## src/rtl/fan_bt_cmd_decoder_pkg.sv

```systemverilog
// Shared constants, state encoding and command decode for the Bluetooth command decoder.
package fan_bt_cmd_decoder_pkg;

  // ASCII framing and acknowledge bytes
  localparam logic [7:0] ASC_HASH = 8'h23;
  localparam logic [7:0] ASC_CR   = 8'h0D;
  localparam logic [7:0] ASC_LF   = 8'h0A;
  localparam logic [7:0] ASC_K    = 8'h4B;
  localparam logic [7:0] ASC_E    = 8'h45;

  // Command letters (upper case; lower case is folded onto these)
  localparam logic [7:0] ASC_F = 8'h46;
  localparam logic [7:0] ASC_S = 8'h53;
  localparam logic [7:0] ASC_A = 8'h41;
  localparam logic [7:0] ASC_L = 8'h4C;
  localparam logic [7:0] ASC_T = 8'h54;
  localparam logic [7:0] ASC_R = 8'h52;

  // blue_btn_l bit positions, shared with the fan top
  localparam int unsigned BTN_FND   = 0;
  localparam int unsigned BTN_SPEED = 1;
  localparam int unsigned BTN_AUTO  = 2;
  localparam int unsigned BTN_LED   = 3;
  localparam int unsigned BTN_TIMER = 4;
  localparam int unsigned BTN_RESET = 5;
  localparam int unsigned BTN_W     = 6;

  typedef enum logic [2:0] {
    ST_IDLE,
    ST_WAIT_CMD,
    ST_WAIT_TERM,
    ST_HOLD,
    ST_ACK
  } state_t;

  typedef struct packed {
    logic       valid;
    logic [2:0] idx;
  } cmd_dec_t;

  // Clearing bit 5 folds lower-case letters onto upper case; only the six
  // command letters can match, so other characters stay invalid.
  function automatic cmd_dec_t decode_cmd(input logic [7:0] ch);
    cmd_dec_t   d;
    logic [7:0] up;
    up      = ch & 8'hDF;
    d.valid = 1'b1;
    d.idx   = '0;
    case (up)
      ASC_F:   d.idx = 3'(BTN_FND);
      ASC_S:   d.idx = 3'(BTN_SPEED);
      ASC_A:   d.idx = 3'(BTN_AUTO);
      ASC_L:   d.idx = 3'(BTN_LED);
      ASC_T:   d.idx = 3'(BTN_TIMER);
      ASC_R:   d.idx = 3'(BTN_RESET);
      default: d.valid = 1'b0;
    endcase
    return d;
  endfunction

endpackage

```

## src/rtl/fan_bt_cmd_decoder_cycle_timer.sv

```systemverilog
// Clearable up-counter with a done flag when the count equals a run-time limit.
module cycle_timer #(
  parameter int unsigned CNT_W = 21
) (
  input  logic             clk,
  input  logic             rst_n,
  input  logic             i_clr,
  input  logic             i_en,
  input  logic [CNT_W-1:0] i_limit,
  output logic             o_done
);

  logic [CNT_W-1:0] r_cnt;

  // Count enabled cycles; clear has priority over enable
  always_ff @(posedge clk or negedge rst_n) begin
    if (!rst_n) begin
      r_cnt <= '0;
    end else if (i_clr) begin
      r_cnt <= '0;
    end else if (i_en) begin
      r_cnt <= r_cnt + 1'b1;
    end
  end

  assign o_done = (r_cnt == i_limit);

endmodule

```

## src/rtl/fan_bt_cmd_decoder.sv

```systemverilog
// Parses "#<cmd><CR|LF>" frames from the Bluetooth UART into stretched
// pseudo-button levels and acknowledges each frame with 'K' or 'E'.
module fan_bt_cmd_decoder
  import fan_bt_cmd_decoder_pkg::*;
#(
  parameter int unsigned TIMEOUT_CYC = 1_000_000,
  parameter int unsigned PULSE_CYC   = 2_000_000,
  parameter int unsigned CNT_W       = 21
) (
  input  logic             clk,
  input  logic             rst,
  input  logic [7:0]       rx_data,
  input  logic             rx_valid,
  input  logic             tx_busy,
  output logic [7:0]       tx_data,
  output logic             tx_start,
  output logic [BTN_W-1:0] blue_btn_l,
  output logic [7:0]       err_cnt
);

  state_t     r_state;
  state_t     w_state_nxt;
  logic [2:0] r_idx;
  logic [7:0] r_tx_data;
  logic [7:0] r_err_cnt;

  logic             w_clr;
  logic             w_en;
  logic             w_done;
  logic [CNT_W-1:0] w_limit;
  logic             w_load_idx;
  logic             w_set_ack;
  logic [7:0]       w_ack_byte;
  logic             w_err;
  logic             w_tx_start;
  cmd_dec_t         w_dec;

  // One counter serves both the inter-byte timeout and the hold stretch
  assign w_limit = (r_state == ST_HOLD) ? CNT_W'(PULSE_CYC - 1)
                                        : CNT_W'(TIMEOUT_CYC - 1);
  assign w_en    = (r_state == ST_WAIT_CMD) || (r_state == ST_WAIT_TERM) ||
                   (r_state == ST_HOLD);

  cycle_timer #(
    .CNT_W (CNT_W)
  ) u_timer (
    .clk     (clk),
    .rst_n   (rst),
    .i_clr   (w_clr),
    .i_en    (w_en),
    .i_limit (w_limit),
    .o_done  (w_done)
  );

  // State register
  always_ff @(posedge clk or negedge rst) begin
    if (!rst) begin
      r_state <= ST_IDLE;
    end else begin
      r_state <= w_state_nxt;
    end
  end

  // Next-state, counter control and acknowledge selection
  always_comb begin
    w_state_nxt = r_state;
    w_clr       = 1'b0;
    w_load_idx  = 1'b0;
    w_set_ack   = 1'b0;
    w_ack_byte  = ASC_E;
    w_err       = 1'b0;
    w_tx_start  = 1'b0;
    w_dec       = decode_cmd(rx_data);
    case (r_state)
      ST_IDLE: begin
        w_clr = 1'b1;
        if (rx_valid && (rx_data == ASC_HASH)) begin
          w_state_nxt = ST_WAIT_CMD;
        end
      end
      ST_WAIT_CMD: begin
        if (rx_valid) begin
          if (w_dec.valid) begin
            w_load_idx  = 1'b1;
            w_clr       = 1'b1;
            w_state_nxt = ST_WAIT_TERM;
          end else if (rx_data == ASC_HASH) begin
            w_clr = 1'b1;
          end else begin
            w_err       = 1'b1;
            w_set_ack   = 1'b1;
            w_state_nxt = ST_ACK;
          end
        end else if (w_done) begin
          w_err       = 1'b1;
          w_set_ack   = 1'b1;
          w_state_nxt = ST_ACK;
        end
      end
      ST_WAIT_TERM: begin
        if (rx_valid) begin
          if ((rx_data == ASC_CR) || (rx_data == ASC_LF)) begin
            w_clr       = 1'b1;
            w_state_nxt = ST_HOLD;
          end else if (rx_data == ASC_HASH) begin
            w_clr       = 1'b1;
            w_state_nxt = ST_WAIT_CMD;
          end else begin
            w_err       = 1'b1;
            w_set_ack   = 1'b1;
            w_state_nxt = ST_ACK;
          end
        end else if (w_done) begin
          w_err       = 1'b1;
          w_set_ack   = 1'b1;
          w_state_nxt = ST_ACK;
        end
      end
      ST_HOLD: begin
        if (w_done) begin
          w_set_ack   = 1'b1;
          w_ack_byte  = ASC_K;
          w_state_nxt = ST_ACK;
        end
      end
      ST_ACK: begin
        if (!tx_busy) begin
          w_tx_start  = 1'b1;
          w_state_nxt = ST_IDLE;
        end
      end
      default: begin
        w_state_nxt = ST_IDLE;
      end
    endcase
  end

  // Latched command index, acknowledge byte and saturating error count
  always_ff @(posedge clk or negedge rst) begin
    if (!rst) begin
      r_idx     <= '0;
      r_tx_data <= '0;
      r_err_cnt <= '0;
    end else begin
      if (w_load_idx) begin
        r_idx <= w_dec.idx;
      end
      if (w_set_ack) begin
        r_tx_data <= w_ack_byte;
      end
      if (w_err && (r_err_cnt != '1)) begin
        r_err_cnt <= r_err_cnt + 1'b1;
      end
    end
  end

  // Level derives from the async-reset state, so reset drops it immediately
  assign blue_btn_l = (r_state == ST_HOLD) ? (BTN_W'(1) << r_idx) : '0;
  assign tx_start   = w_tx_start;
  assign tx_data    = r_tx_data;
  assign err_cnt    = r_err_cnt;

endmodule
```

## config.mk

```make
export PLATFORM = sky130hd
export DESIGN_NAME = fan_bt_cmd_decoder
export DESIGN_NICKNAME = d
export VERILOG_FILES = /design/src/rtl/fan_bt_cmd_decoder_pkg.sv /design/src/rtl/fan_bt_cmd_decoder_cycle_timer.sv /design/src/rtl/fan_bt_cmd_decoder.sv
export SDC_FILE = /design/constraint.sdc
export NUM_CORES = 1
export LEC_CHECK = 0
export CAP_MARGIN = 10
export CORE_MARGIN = 2
export CORE_UTILIZATION = 40
export CTS_BUF_LIST = sky130_fd_sc_hd__clkbuf_16
export DETAILED_ROUTE_END_ITERATION = 6
export SYNTH_ARGS = -nofsm -noshare
export SYNTH_HDL_FRONTEND = slang
export SYNTH_SLANG_ARGS = --single-unit
```

## constraint.sdc

```tcl
create_clock -name clk -period 2.8 [get_ports clk]
set_clock_uncertainty 0.05 [all_clocks]
set_input_delay 0.56 -clock clk [delete_from_list [all_inputs] [get_ports clk]]
set_output_delay 0.56 -clock clk [all_outputs]
set_load 0.05 [all_outputs]
```

Word-level counts from Yosys, hierarchy flattened

Cells that the tools add are included.

Add/subtract/negate cells: 2
Equality and inequality tests: 18
Muxes and demuxes: 37
Reductions and logical operators: 9
Shifts and indexed selects: 1

Operators by type and width:

| kind                                            | count |
|---|---|
| two-way mux 21 bit                              | 3 |
| == test 7 x 6 -> 1 bit, second input constant   | 6 |
| one-hot mux 3 bit (5 select lines)              | 2 |
| two-way mux 3 bit                               | 9 |
| adder 21 x 1 -> 21 bit, second input constant   | 1 |
| == test 21 bit                                  | 1 |
| two-way mux 1 bit                               | 17 |
| == test 8 x 4 -> 1 bit, second input constant   | 2 |
| adder 8 x 1 -> 8 bit, second input constant     | 1 |
| == test 8 x 6 -> 1 bit, second input constant   | 1 |
| two-way mux 4 bit                               | 2 |
| inequality test 8 bit, second input constant    | 1 |
| == test 3 x 2 -> 1 bit, second input constant   | 2 |
| two-way mux 6 bit                               | 1 |
| one-hot mux 1 bit (3 select lines)              | 2 |
| OR reduction 6 bit                              | 1 |
| << shifter 1 x 3 -> 6 bit, first input constant | 1 |
| inequality test 2 bit, second input constant    | 2 |
| inequality test 4 bit, second input constant    | 1 |
| == test 3 x 1 -> 1 bit, second input constant   | 1 |
| == test 3 bit, second input constant            | 1 |
| zero test 3 bit                                 | 1 |
| logical OR 1 bit                                | 3 |
| AND reduction 3 bit                             | 1 |
| 3 further kinds                                 | 4 |

Register bits after elaboration: 43
Output and inout port bits: 23
Bits of input ports: 12
Logic and storage cells: 72

Logic depth before layout (Yosys ltp)

Gate-level depths: netlist (run 1).

Depth after elaboration: 7
Gate-level depth with buffers: 8

Modules after synthesis

A second synthesis (run 1) with hierarchy kept.

Cell total of the unflattened synthesis: 271
Area total of the unflattened synthesis: 2494.9 µm²

Modules (own cells, without submodules):

| module             | sequential area each (µm²) | area an instance (µm²) | times used | cells each |
|---|---|---|---|---|
| cycle_timer        | 525.5                      | 1297.5                 | 1          | 138 |
| fan_bt_cmd_decoder | 425.4                      | 1197.4                 | 1          | 133 |

Worst setup path after synthesis (run 1)

OpenSTA, ideal clock, no wires.

Kind: register to output
Start: reg r_state[2]
End: out blue_btn_l[1]
Slack: -0.168 ns
Cell stages (with the launch flop): 3
Arrival: 2.358 ns
Path buffers: 0
Cells stage by stage: dfrtp_1 > nand3b_1 > nor4b_1

Word-level cells in the longest chain between the ends: 2

RTL lines:

| element                | line                      | text |
|---|---|---|
| from (decl)            | fan_bt_cmd_decoder.sv:21  | `state_t r_state;` |
| from (signal assigned) | fan_bt_cmd_decoder.sv:60  | `r_state <= w_state_nxt;` |
| == test 3 x 2 -> 1 bit | fan_bt_cmd_decoder.sv:158 | `assign blue_btn_l = (r_state == ST_HOLD) ? (BTN_W'(1) << r_idx) : '0;` |
| two-way mux 6 bit      | fan_bt_cmd_decoder.sv:158 |  |
| to (decl)              | fan_bt_cmd_decoder.sv:17  | `output logic [BTN_W-1:0] blue_btn_l,` |

No other way between the ends.

Worst setup path in the final report (run 1)

Start: reg u_timer.r_cnt[0]
End: reg r_err_cnt[7] (netlist: err_cnt[7])

Word-level cells in the longest chain between the ends: 5
Elaborated cells on any way between the ends: 6
Classes of those cells: eq/ne: 1; mux: 4; reduce/logical: 1

RTL lines:

| element                                     | line                                                | text |
|---|---|---|
| from (decl)                                 | fan_bt_cmd_decoder_cycle_timer.sv:13                | `logic [CNT_W-1:0] r_cnt;` |
| from (signal assigned)                      | fan_bt_cmd_decoder_cycle_timer.sv:22                | `r_cnt <= r_cnt + 1'b1;` |
| == test 21 bit (*)                          | fan_bt_cmd_decoder_cycle_timer.sv:26                | `assign o_done = (r_cnt == i_limit);` |
| two-way mux 1 bit (*)                       | fan_bt_cmd_decoder.sv:94, fan_bt_cmd_decoder.sv:113 |  |
| two-way mux 1 bit, on equally long branches | fan_bt_cmd_decoder.sv:101, fan_bt_cmd_decoder.sv:82 |  |
| one-hot mux 1 bit (2 select lines) (*)      | fan_bt_cmd_decoder.sv:74                            | `case (r_state)` |
| logical AND 1 bit (*)                       | fan_bt_cmd_decoder.sv:151                           | `if (w_err && (r_err_cnt != '1)) begin` |
| to (signal assigned)                        | fan_bt_cmd_decoder.sv:152                           | `r_err_cnt <= r_err_cnt + 1'b1;` |
| to (decl)                                   | fan_bt_cmd_decoder.sv:25                            | `logic [7:0] r_err_cnt;` |

Mark *: on every way between the ends. The rest lies on a longest branch, timed or not.
A chain may end at the register's enable or synchronous reset.

==> summary.md, run 1 <==
| Metric | Value |
|---|---|
| Final hold vios | 0 |
| Setup Buffers After CTS | 0 |
| Area fraction of the dominant cell type after synthesis | 40.1% |
| Crit. End Element | flop |
| Status | finished clean |
| Layout cells sized above 1 | 21.7% |
| Final min period | 2.60 ns |
| Max_cap viols | 0 |
| Sw frac | 21.5% |
| Clock Path Buffers | 2 |
| Leakage | 1.27 nW |
| Pins Over Slew Limit | 0 |
| H-tree levels | 2 |
| # setup viols final | 0 |
| Yosys warns | 0 |
| Placer Congestion | 0.798 |
| P_sw | 0.000278 W |
| Max rail drop VDD | 314 uV |
| Fill count | 544 |
| WL/cell | 13.4 um |
| Fin nets | 326 |
| Number of flops mapped to enable cells by yosys | 0 |
| DR pass1 iterations | 4 |
| Clock Latency Late Sink | 0.28 ns |
| Post-Syn Area per Cell | 9.19 um2 |
| Biggest area consumer among synthesized cells | dfrtp_1 |
| Final core occ | 53.5% |
| GRT Total Usage | 17.5% |
| DP Worst Slack | -0.112 ns |
| Core ar. | 5820 um2 |
| Register share of total power | 43.1% |
| Mapped Area | 2370 um2 |
| Global-route wire length before repair | 8.96 mm |
| Die area | 6560 um2 |
| Peak Freq | 385 MHz |
| Pwr dens | 416 nW/um2 |
| Routed Antenna Nets | 0 |
| CTS root buffer | clkbuf_16 |
| RSZ-0062 raised after global routing | no |
| CTS tree | built |
| Initial antenna violation count | 0 |
| Crit path DAT | 2.71 ns |
| Synth Instances | 258 |
| Die Height | 81.0 um |
| Synth top area cells | dfrtp_1 40%, nor2_1 5.2%, xor2_1 4.4% |
| P&R area growth vs syn | 31.1% |
| Via count | 2044 |
| DR vias/cell | 5.27 |
| DR iter-0 viols | 115 |
| Clock share of power | 48.6% |
| Worst setup margin | 0.200 ns |
| Largest net degree at the start of global routing | 39 |
| Final worst path period share | 92.8% |
| Final WL | 5.20 mm |
| HPWL after DPL | 3.93 mm |
| CP max FO | 4 |
| Cell Rows | 28 |
| Logic gate share of total power | 8.3% |
| Min-delay worst type | input port to async pin |
| Startpoint types | flop |
| # port buffers | 31 |
| Grt total ovfl | 0 |
| Slew @ Worst Pin | 0.859 ns |
| Commonest cells in the netlist | 38 x dfrtp_1, 33 x nor2_1, 20 x nand2_1 |
| R2R Setup Slk | 0.20 ns |
| Num ports | 35 |
| Yosys cell types | 59 |
| Post-synthesis sequential area ratio | 40.1% |
| #FFs+latches synth | 38 |
| WP data required | 2.91 ns |
| Antenna cells | 0 |
| Initial Util | 40.8% |
| Clock-pin slew on the worst setup and hold paths | 0.06 ns |
| Hold slack | 0.345 ns |
| DRC | 0 |
| Kind of critical path | flop to flop |
| Top_reg_cell synth | dfrtp_1 |
| Most numerous cell in the Yosys netlist | dfrtp_1 |
| Vias in the first global route | 1937 |
| Ys async rst share | 100% |
| Relative slew slack | 42.7% |
| Die X | 81.0 um |
| Num CTS Buffers | 5 |
| R2r worst-path depth | 7 |
| Internal power | 0.00101 W |
| Clock sink count | 38 |
==> power by group through the flow <==
| stage | logic, W | clock network, W | registers, W |
|---|---|---|---|
| 4_1_cts | 0.000108 | 0.000643 | 0.000557 |
| 2_1_floorplan | 0.0000443 | 0 | 0.000577 |
| 6_report | 0.000107 | 0.000628 | 0.000557 |
| 3_5_place_dp | 0.000108 | 0 | 0.000567 |
| 5_1_grt | 0.000119 | 0.000670 | 0.000557 |
| 3_3_place_gp | 0.000107 | 0 | 0.000566 |
==> cells in the final DEF, fill, tap and decap left out, types with 3 or more instances in the layout <==
master           Yosys  routed
inv_1               13      13
nand3b_1             5       5
xor2_1              12      12
or3_1                5       5
nor2_1              33      33
nor3_1               7       7
and3_1               4       4
buf_4                5      32
buf_12               0       3
xnor2_1             10      10
nor3b_1              4       4
nand3_1             11      11
nand2_1             20      20
a21oi_1              6       6
or3b_2               3       3
mux2_2               5       5
nor4_1               6       4
nand4_1              8       8
o21ai_0              5       5
conb_1               1       3
clkbuf_16            0       5
nand2b_1             4       4
clkdlybuf4s50_1      0      23
or2_2                3       3
dfrtp_1             38      38
nor2b_1              3       3
==> final timing paths <==
path                                      to        startpoint
setup reg to reg                  err_cnt[7]  u_timer.r_cnt[0]
hold / removal                    err_cnt[2]               rst
max in group asynchronous  u_timer.r_cnt[13]               rst
min in group clk                  err_cnt[6]        err_cnt[6]
hold reg to reg                   err_cnt[6]        err_cnt[6]
setup / recovery                  err_cnt[7]  u_timer.r_cnt[0]
==> stage by stage <==
step,power (W),setup TNS [ns],area [um2],instances
after floorplan,0.000622,0,2390,260
after global placement,0.000674,-0.408,2940,380
after detailed placement,0.000674,-0.450,2940,380
after CTS,0.00131,0,3100,388
after global routing,0.00135,0,3110,388
final,0.00129,0,3110,388
==> cell families after synthesis <==
logic type      Yosys count  synth area share (%)
fa+ha+maj                 2                  1.05
xor+xnor                 22                  8.12
simple gates            131                  32.4
compound gates           31                  9.81
mux                       6                  2.80
flops                    38                  40.1
other cells               1                 0.158
buf+inv                  27                  5.54
==> layer usage <==
layer / vias to the layer above / wire length [um] / track usage (%)
met5: - / 0 / 0
met4: 0 / 40 / 4.58
met3: 5 / 169 / 3.33
met2: 42 / 2410 / 28.3
met1: 979 / 2580 / 24.2
li1: 1018 / - / -
==> final cells by class <==
class                      count  area (um2)  share of cell area (%)
clock buffer                   5         125                    4.02
inverter                      13        48.8                    1.57
tap                           75        93.8                    3.02
sequential                    38         951                    30.6
multi-input combinational    195        1320                    42.3
clock inverter                 3        40.0                    1.29
timing repair buffer          59         536                    17.2
==> what timing repair did <==
| item | in CTS | in global routing |
|---|---|---|
| hold buffers | 0 | 0 |
| resized for setup | 0 | 1 |
| endpoints found under the setup margin | 0 | 1 |
==> state kept, by name, indices dropped and copies added (netlist names) <==
register	flops
tx_data	3
r_state	3
err_cnt	8
u_timer.r_cnt	21
r_idx	3
==> critical path, stage by stage (launching register included) <==
cell       delay [ns]
dfrtp_1          0.38
ha_1             0.20
nand3_2          0.11
or4_4            0.53
nor4_4           0.36
o2111ai_2        0.20
nor4_2           0.29
mux2_2           0.36
No activity file was read; power rests on OpenSTA's default activity.
==> inputs of run 2 (changes only) <==
SLEW_MARGIN = 40   (was default)
==> summary.md, run 2 (synthesis gave the netlist of run 1 again) <==
| Metric | Value |
|---|---|
| Status | finished clean |
| Initial Util | 40.8% (unchanged) |
| Final core occ | 53.5% (about the same) |
| Crit. End Element | flop |
| Setup Buffers After CTS | 0 (unchanged) |
| # port buffers | 31 (unchanged) |
| Global-route wire length before repair | 8.81 mm (-1.6%) |
| WL/cell | 13.3 um (-0.92%) |
| Pwr dens | 417 nW/um2 (+0.29%) |
| Post-cts sizing count | 0 (unchanged) |
| Num CTS Buffers | 5 (unchanged) |
| Clock-pin slew on the worst setup and hold paths | 0.06 ns (about the same) |
| Max rail drop VDD | 337 uV (+7.4%) |
| Antenna cells | 0 (unchanged) |
| Number of flip-flops in the largest register | 21 (unchanged) |
| Pins Over Slew Limit | 0 (unchanged) |
| Final worst path period share | 93.0% (+0.15 points) |
| Biggest register | u_timer.r_cnt |
| CTS tree | built |
| Clock Path Buffers | 2 (unchanged) |
| DRC | 0 (unchanged) |
| Clock Latency Late Sink | 0.28 ns (about the same) |
| Clock sink count | 38 (unchanged) |
| Min-delay worst type | input port to async pin |
| R2R Path Start | u_timer.r_cnt[0] |
| HPWL after DPL | 3.90 mm (-0.61%) |
| RSZ-0062 raised after global routing | no |
| Total power draw | 0.00130 W (+0.37%) |
| Die X | 81.0 um (unchanged) |
| Crit path cell chain | ha_1 -> nand3_2 -> or4_4 -> nor4_4 -> o2111ai_2 -> nor4_2 -> mux2_2 |
| Via count | 2032 (-0.59%) |
| CTS root buffer | clkbuf_16 |
| Final instance area | 3110 um2 (about the same) |
| Fin nets | 326 (unchanged) |
| Slowest CP cell | or4_4 |
| P&R area growth vs syn | 31.2% (about the same) |
| Final hold vios | 0 (unchanged) |
| Fill count | 532 (-2.2%) |
| Initial antenna violation count | 0 (unchanged) |
| DR vias/cell | 5.24 (-0.59%) |
| R2r worst-path depth | 7 (unchanged) |
| DR pass1 iterations | 4 (unchanged) |
| Cell Rows | 28 (unchanged) |
| Worst setup margin | 0.196 ns (-0.00411 ns) |
| Crit path DAT | 2.72 ns (about the same) |
| Relative slew slack | 63.2% (+21 points) |
| Reg2reg end | err_cnt[7] |
| # setup viols final | 0 (unchanged) |
| Most common cell after layout, fill and taps aside | dfrtp_1 |
| Leakage | 1.28 nW (about the same) |
| Die Height | 81.0 um (unchanged) |
| R2R Setup Slk | 0.20 ns (about the same) |
| H-tree levels | 2 (unchanged) |
| Num ports | 35 (unchanged) |
| Crit path buf inv count | 0 (unchanged) |
| Vias in the first global route | 1929 (-0.41%) |
| DR iter-0 viols | 118 (+2.6%) |
| Slew @ Worst Pin | 0.549 ns (-0.310 ns) |
| DP Worst Slack | -0.108 ns (+0.00467 ns) |
| Worst path top cell family by delay | simple AND/OR/NAND/NOR gates |
| CP max FO | 4 (unchanged) |
| Core ar. | 5820 um2 (unchanged) |
| Dpl cell area | 2940 um2 (about the same) |
| Final min period | 2.60 ns (+0.00411 ns) |
| WP data required | 2.91 ns (about the same) |
| Post-CTS Hold Buffers | 0 (unchanged) |
| Grt total ovfl | 0 (unchanged) |
| Die area | 6560 um2 (unchanged) |
| Startpoint types | flop |
| Commonest non-fill, non-tap cells in the layout | 38 x dfrtp_1, 33 x nor2_1, 33 x buf_4, 23 x clkdlybuf4s50_1, 20 x nand2_1 |
| Routed Antenna Nets | 0 (unchanged) |
| Final WL | 5.15 mm (-0.92%) |
| Placer Congestion | 0.798 (unchanged) |
| GRT Total Usage | 17.3% (-0.26 points) |
| Largest net degree at the start of global routing | 39 (unchanged) |
| Kind of critical path | flop to flop |
| Max_cap viols | 0 (unchanged) |
| CP max stage delay | 0.52 ns (about the same) |
| Peak Freq | 384 MHz (-0.16%) |
| Layout cells sized above 1 | 21.7% (unchanged) |
## run 2: cell counts in the layout (fill, tap and decap cells not counted)
Identical to the previous run, type by type.
## run 2: worst reg2reg max path: cells and delay by family, from the launching register on
kind	cells	cell delay (ns)
and+or+nand+nor	4	1.30
DFF	1	0.38
muxes	1	0.36
adders and majority gates	1	0.20
AOI/OAI and AO/OA	1	0.20
## run 2: report_power, final
group	leakage, nW	internal [W]	total [W]	switching (W)
logic	0.684	0.0000455	0.000108	0.0000621
registers	0.508	0.000553	0.000557	0.00000401
clock network	0.0836	0.000417	0.000633	0.000217
total	1.28	0.00101	0.00130	0.000283
## run 2: area by class of cell
class / count / area (um2) / area share [%]
multi-input cells: 195 / 1320 / 42.3
flip-flops and latches: 38 / 951 / 30.5
repair buffers: 59 / 538 / 17.3
clock buffers: 5 / 125 / 4.02
well taps: 75 / 93.8 / 3.01
inverters: 13 / 48.8 / 1.57
clock inverters: 3 / 40.0 / 1.29
## run 2: how the worst max path moves through the flow
| stage | from | to | slack [ns] | cells after the start |
|---|---|---|---|---|
| finish | u_timer.r_cnt[0] | err_cnt[7] | 0.20 | 7 |
| global route | u_timer.r_cnt[0] | err_cnt[7] | 0.05 | 7 |
| CTS | u_timer.r_cnt[0] | err_cnt[7] | 0.11 | 7 |
| detailed placement | rx_data[2] | err_cnt[7] | -0.11 | 7 |
| global placement | rx_data[1] | err_cnt[2] | -0.03 | 9 |
| floorplan | r_state[0] | blue_btn_l[5] | 0.0002 | 4 |
## run 2: per-stage QoR
step	TNS [ns]	hold WS, ns	std cells
2_1_floorplan	0	0.214	260
4_1_cts	0	0.214	388
5_1_grt	0	0.230	388
3_3_place_gp	-0.408	0.441	380
3_5_place_dp	-0.439	0.446	380
6_report	0	0.189	388
## run 2: metal layers
layer  global-route usage [%]  vias to the layer above  routed length, um
li1                         -                     1017                  -
met4                     5.08                        0                 46
met1                     23.1                      983               2460
met5                        0                        -                  0
met2                     28.5                       28               2490
met3                     3.33                        4                148
